### src/rtl/padctl_pkg.sv
// Shared constants for the pad controller: control-bit positions,
// register word addresses and the default per-pad control value.
package padctl_pkg;

  localparam int CTL_EN  = 0;
  localparam int CTL_REN = 1;
  localparam int CTL_PU  = 2;
  localparam int CTL_PD  = 3;

  localparam logic [5:0] ADDR_IN     = 6'h20;
  localparam logic [5:0] ADDR_EDGE   = 6'h21;
  localparam logic [5:0] ADDR_IRQ_EN = 6'h22;

  localparam logic [3:0] CTL_RESET_DEFAULT = 4'b0010;

endpackage

### src/rtl/padctl_infilt.sv
// Single-pad input path: synchroniser, consecutive-cycle glitch filter and
// rising-edge detect of the filtered level.
module padctl_infilt
  import padctl_pkg::*;
#(
  parameter int SYNC_STAGES = 2,
  parameter int FILT_CNT    = 4
) (
  input  logic clk,
  input  logic rst,
  input  logic ren,
  input  logic din_raw,
  output logic filt,
  output logic rise
);

  logic [SYNC_STAGES-1:0] sync_reg;
  logic [3:0]             cnt_reg;
  logic [3:0]             cnt_next;
  logic                   filt_reg;
  logic                   filt_next;
  logic                   synced;

  assign synced = sync_reg[SYNC_STAGES-1];
  assign filt   = filt_reg;

  // A disabled receiver holds the filter at zero so re-enable restarts cleanly.
  always_comb begin
    cnt_next  = '0;
    filt_next = filt_reg;
    if (!ren) begin
      filt_next = 1'b0;
    end else if (synced != filt_reg) begin
      if (cnt_reg == 4'(FILT_CNT - 1)) begin
        filt_next = ~filt_reg;
      end else begin
        cnt_next = cnt_reg + 4'd1;
      end
    end
  end

  assign rise = filt_next & ~filt_reg;

  always_ff @(posedge clk or posedge rst) begin
    if (rst) begin
      sync_reg <= '0;
      cnt_reg  <= '0;
      filt_reg <= 1'b0;
    end else begin
      sync_reg <= {sync_reg[SYNC_STAGES-2:0], din_raw};
      cnt_reg  <= cnt_next;
      filt_reg <= filt_next;
    end
  end

endmodule

### src/rtl/padctl_regs.sv
// Register-programmable pad controller: per-pad control registers, filtered
// input status, W1C rising-edge capture and a maskable level interrupt.
module padctl_regs
  import padctl_pkg::*;
#(
  parameter int                   NUM_PADS    = 32,
  parameter int                   PAD_CTL_W   = 4,
  parameter logic [PAD_CTL_W-1:0] RESET_CTL   = CTL_RESET_DEFAULT,
  parameter int                   SYNC_STAGES = 2,
  parameter int                   FILT_CNT    = 4,
  parameter int                   ADDR_W      = 6
) (
  input  logic                            clk,
  input  logic                            rst,
  input  logic                            reg_req,
  input  logic                            reg_we,
  input  logic [ADDR_W-1:0]               reg_addr,
  input  logic [31:0]                     reg_wdata,
  output logic [31:0]                     reg_rdata,
  output logic                            reg_ack,
  input  logic [NUM_PADS-1:0]             pad_din_raw,
  output logic [NUM_PADS*PAD_CTL_W-1:0]   pad_ctl,
  output logic [NUM_PADS-1:0]             pad_in_filt,
  output logic                            pad_irq
);

  logic                   wr_en;
  logic [PAD_CTL_W-1:0]   ctl_wval;
  logic [NUM_PADS-1:0]    rise;
  logic [NUM_PADS-1:0]    edge_reg;
  logic [NUM_PADS-1:0]    edge_next;
  logic [NUM_PADS-1:0]    edge_clr;
  logic [NUM_PADS-1:0]    irq_en_reg;
  logic [31:0]            rdata_next;

  assign wr_en = reg_req && reg_we;

  // Both pulls requested resolves to pull-up only.
  always_comb begin
    ctl_wval = reg_wdata[PAD_CTL_W-1:0];
    if (ctl_wval[CTL_PU] && ctl_wval[CTL_PD]) begin
      ctl_wval[CTL_PD] = 1'b0;
    end
  end

  for (genvar gi = 0; gi < NUM_PADS; gi++) begin : g_pad
    logic [PAD_CTL_W-1:0] ctl_reg;

    always_ff @(posedge clk or posedge rst) begin
      if (rst) begin
        ctl_reg <= RESET_CTL;
      end else if (wr_en && (reg_addr == ADDR_W'(gi))) begin
        ctl_reg <= ctl_wval;
      end
    end

    assign pad_ctl[gi*PAD_CTL_W +: PAD_CTL_W] = ctl_reg;

    padctl_infilt #(
      .SYNC_STAGES (SYNC_STAGES),
      .FILT_CNT    (FILT_CNT)
    ) u_infilt (
      .clk     (clk),
      .rst     (rst),
      .ren     (ctl_reg[CTL_REN]),
      .din_raw (pad_din_raw[gi]),
      .filt    (pad_in_filt[gi]),
      .rise    (rise[gi])
    );
  end

  // A new edge overrides a simultaneous W1C of the same bit.
  always_comb begin
    edge_clr = '0;
    if (wr_en && (reg_addr == ADDR_W'(ADDR_EDGE))) begin
      edge_clr = reg_wdata[NUM_PADS-1:0];
    end
    edge_next = (edge_reg & ~edge_clr) | rise;
  end

  always_comb begin
    rdata_next = '0;
    if (!reg_we) begin
      for (int i = 0; i < NUM_PADS; i++) begin
        if (reg_addr == ADDR_W'(i)) begin
          rdata_next[PAD_CTL_W-1:0] = pad_ctl[i*PAD_CTL_W +: PAD_CTL_W];
        end
      end
      if (reg_addr == ADDR_W'(ADDR_IN)) begin
        rdata_next[NUM_PADS-1:0] = pad_in_filt;
      end
      if (reg_addr == ADDR_W'(ADDR_EDGE)) begin
        rdata_next[NUM_PADS-1:0] = edge_reg;
      end
      if (reg_addr == ADDR_W'(ADDR_IRQ_EN)) begin
        rdata_next[NUM_PADS-1:0] = irq_en_reg;
      end
    end
  end

  always_ff @(posedge clk or posedge rst) begin
    if (rst) begin
      edge_reg   <= '0;
      irq_en_reg <= '0;
      pad_irq    <= 1'b0;
      reg_ack    <= 1'b0;
      reg_rdata  <= '0;
    end else begin
      edge_reg <= edge_next;
      if (wr_en && (reg_addr == ADDR_W'(ADDR_IRQ_EN))) begin
        irq_en_reg <= reg_wdata[NUM_PADS-1:0];
      end
      pad_irq <= |(edge_reg & irq_en_reg);
      reg_ack <= reg_req;
      if (reg_req) begin
        reg_rdata <= rdata_next;
      end
    end
  end

endmodule
### config.mk
export PLATFORM = sky130hd
export DESIGN_NAME = padctl_regs
export DESIGN_NICKNAME = d
export VERILOG_FILES = /design/src/rtl/padctl_pkg.sv /design/src/rtl/padctl_infilt.sv /design/src/rtl/padctl_regs.sv
export SDC_FILE = /design/constraint.sdc
export NUM_CORES = 1
export LEC_CHECK = 0
export CORE_MARGIN = 2
export CORE_UTILIZATION = 50
export CTS_CLUSTER_SIZE = 12
export DETAILED_ROUTE_END_ITERATION = 8
export PLACE_DENSITY = 0.7
export SYNTH_ARGS = -nofsm -noshare
export SYNTH_HDL_FRONTEND = slang
export SYNTH_SLANG_ARGS = --single-unit
export TNS_END_PERCENT = 10
### constraint.sdc
create_clock -name clk -period 17.35 [get_ports clk]
set_input_delay 2.6025 -clock clk [delete_from_list [all_inputs] [get_ports clk]]
set_output_delay 2.6025 -clock clk [all_outputs]
set_load 0.01 [all_outputs]
==> impl_metrics.csv <==
group,metric,value,unit
worst_hold_path,min_path_cells,0,
floorplanning,io-pin-count,268,
sta,rsz0062_at_grt,"no",
logic_synthesis,ys_ff_latch,450,
floorplanning,fp.dieArea,42360,um2
floorplanning,die_w,205.8,um
power_and_ir_drop,power.leakage,10.91,nW
worst_hold_path,hp-start,"g_pad[15].u_infilt.sync_reg[0]",
power_and_ir_drop,pwr-share-seq,49.2,%
clock_network,clk_latency,0.59,ns
route,drc,0,
status,status,"complete, no violations",
global_routing,grt_antenna_before_repair,2,
critical_path,critical_path.max_stage_delay,0.89,ns
layout,fin_cells,2540,
floorplanning,start_util,50.90,%
global_routing,grt_first_pass_wirelength,89480,um
global_routing,grt_max_degree,177,
placement,dpl_cell_area,23040,um2
logic_synthesis,synth.top_cell.area_share,51.36,%
clock_network,post-cts-setup-buffers,0,
logic_synthesis,synth_edf_count,0,
power_and_ir_drop,ir_drop,0.06130,mV
critical_path,worstSetupEndpointType,"flip-flop",
placement,placed_cells,2456,
logic_synthesis,synthArstFlopShare,100.0,%
logic_synthesis,yosysTopAreaCell,"dfrtp_1",
critical_path,cp_cell_sequence,"clkdlybuf4s50_1 > nor4b_2 > nand3b_1 > nor2_4 > mux2_2",
critical_path,worstPathArrival,5.92,ns
critical_path,rr_startpoint,"g_pad[21].ctl_reg[2]",
logic_synthesis,synth_cell_types,75,
power_and_ir_drop,p_comb_share,8.4,%
clock_network,cts_tree,"built",
sta,setup_ws,11.90,ns
placement,pre_cts_ws,11.35,ns
placement,port_buffers,267,
clock_network,cts_sinks,450,
sta,finalCritPeriodShare,31.40,%
critical_path,crit_path_start_kind,"primary input",
sta,drv_slew,0,
global_routing,grt_overflow,0,
power_and_ir_drop,p_sw_share,24.38,%
layout,stdcell_area,24530,um2
sta,worstMarginPinSlew,1.187,ns
clock_network,cts.clk_slew.worst_paths,0.06,ns
placement,gp_congestion,0.9458,
critical_path,worstSetupPathType,"in -> reg",
worst_hold_path,hold_class,"reg -> reg",
logic_synthesis,synthFlopType,"dfrtp_1",
clock_network,postCtsHoldBufs,0,
logic_synthesis,synth.most_common_cell,"dfrtp_1",
power_and_ir_drop,p_per_area,95.11,nW/um2
logic_synthesis,syn_area_per_cell,11.43,um2
sta,finClkSkew,0.01087,ns
power_and_ir_drop,pwr-share-clk,42.5,%
route,drt-pass1-iter-count,7,
route,routed_wl,58660,um
layout,insertedDiodeCount,0,
logic_synthesis,synth_commonest_cells,"dfrtp_1 (418), mux2_2 (163), nand2_1 (139)",
sta,hold_viol_final,0,
route,drtIter0Drc,1239,
critical_path,cp_data_required_time,17.83,ns
route,routedWlPerCell,23.09,um
sta,whs,0.3449,ns
sta,setup_viol,0,
logic_synthesis,syn_area,20360,um2
clock_network,cts_buffer_depth,3,
critical_path,cp_slowest_cell,"nor2_4",
sta,finalCriticalPeriod,5.447,ns
clock_network,htreeDepth,2,
logic_synthesis,synth_cells,1781,
critical_path,r2r_end,"reg_rdata[2]",
power_and_ir_drop,power.switching,0.5689,mW
global_routing,grt_pass1_vias,15200,
worst_hold_path,min_delay_worst_endpoint,"g_pad[15].u_infilt.sync_reg[1]",
sta,fmax,0.1836,GHz
floorplanning,rows,73,
route,vias,14880,
clock_network,numCtsBuffers,47,
critical_path,crit_path_max_fanout,32,
clock_network,clockRootBuffer,"clkbuf_16",
layout,final_nets,2086,
critical_path,reg2reg_slack,15.35,ns
sta,finalSetupTns,0,ns
floorplanning,die_y,205.8,um
floorplanning,coreArea,40010,um2
power_and_ir_drop,p_int,1.765,mW
logic_synthesis,ys_seq_area_share,55.49,%
logic_synthesis,synth_area_leaders,"dfrtp_1 (51%), mux2_2 (9.0%), dfstp_2 (4.1%)",
placement,dp_hpwl,41130,um
logic_synthesis,synth_nets,1887,
logic_synthesis,yosysWarnings,0,
global_routing,grt_usage,28.03,%
clock_network,ctsResizeCount,0,
critical_path,r2r_cells,5,
sta,maxSlewHeadroom,20.51,%
layout,fill_cells,3198,
layout,drive_above_1_share,14.74,%
route,vias_per_cell,5.857,
layout,syn_to_final_growth,20.48,%
route,ant_nets,0,
run,maxCapViolations,0,
-- through the flow --
stage / util (%) / power [mW]
CTS: 61.33 / 2.350
global placement: 57.59 / 1.356
global route: 61.33 / 2.411
finish: 61.33 / 2.333
floorplan: - / 1.248
detailed placement: 57.59 / 1.359
-- layout make-up --
cell class / instances / area, um2 / area share, %
Tap cell: 525 / 656.9 / 2.677
Inverter: 35 / 138.9 / 0.5661
Clock buffer: 75 / 1381 / 5.630
Clock inverter: 9 / 113.9 / 0.4641
Multi-Input combinational cell: 1161 / 8133 / 33.15
Sequential cell: 450 / 11300 / 46.06
Timing Repair Buffer: 285 / 2810 / 11.45
-- worst max-delay path, delay by kind of cell --
family	cells	cell delay, ns
simple gates	3	2.02
buf+inv	1	0.84
mux	1	0.42
-- power groups by stage --
| stage | combinational (mW) | sequential, mW | clock (mW) |
|---|---|---|---|
| 3_5_place_dp | 0.195 | 1.16 | 0 |
| 5_1_grt | 0.210 | 1.15 | 1.05 |
| 6_report | 0.195 | 1.15 | 0.991 |
| 2_1_floorplan | 0.0997 | 1.15 | 0 |
| 4_1_cts | 0.196 | 1.15 | 1.01 |
| 3_3_place_gp | 0.193 | 1.16 | 0 |
-- layout by cell type, fill, tap and decap left out, types with 29 or more instances in the layout --
master / count
nand3b_1: 31
a22oi_1: 50
nand2b_1: 36
a21oi_1: 103
dfstp_2: 32
nor3b_1: 33
nor3_1: 40
o21ai_0: 41
a21o_1: 29
nor2b_1: 37
nand3_1: 39
nand2_1: 139
and3_1: 34
nor2_1: 119
inv_1: 34
clkbuf_16: 47
clkdlybuf4s50_1: 265
ha_1: 32
mux2_2: 163
dfrtp_1: 418
xor2_1: 64
a22o_1: 38
-- logic make-up after synthesis --
family	share of synthesized area, %
fa+ha+maj	1.966
simple gates	14.09
xor+xnor	2.796
flops	55.49
buf+inv	4.663
mux	10.30
compound gates	10.68
-- per-layer routing --
metal	up-vias	track usage (%)	share of wire, %
met4	2	9.821	2.9
met3	103	5.607	7.3
met1	7572	37.89	43
li1	6651	-	-
met2	548	45.24	47
met5	-	0	0.015
-- worst max path at each step --
stage | end | from | depth (start not counted) | slack, ns
after CTS | irq_en_reg[22] | reg_addr[3] | 5 | 11.98
final | irq_en_reg[22] | reg_addr[3] | 5 | 11.90
after global routing | irq_en_reg[23] | reg_addr[3] | 5 | 11.66
after global placement | irq_en_reg[28] | reg_addr[3] | 5 | 11.47
after detailed placement | irq_en_reg[22] | reg_addr[3] | 5 | 11.35
after floorplan | edge_reg[0] | rst | 1 | 2.26
No activity file was read; power rests on OpenSTA's default activity.
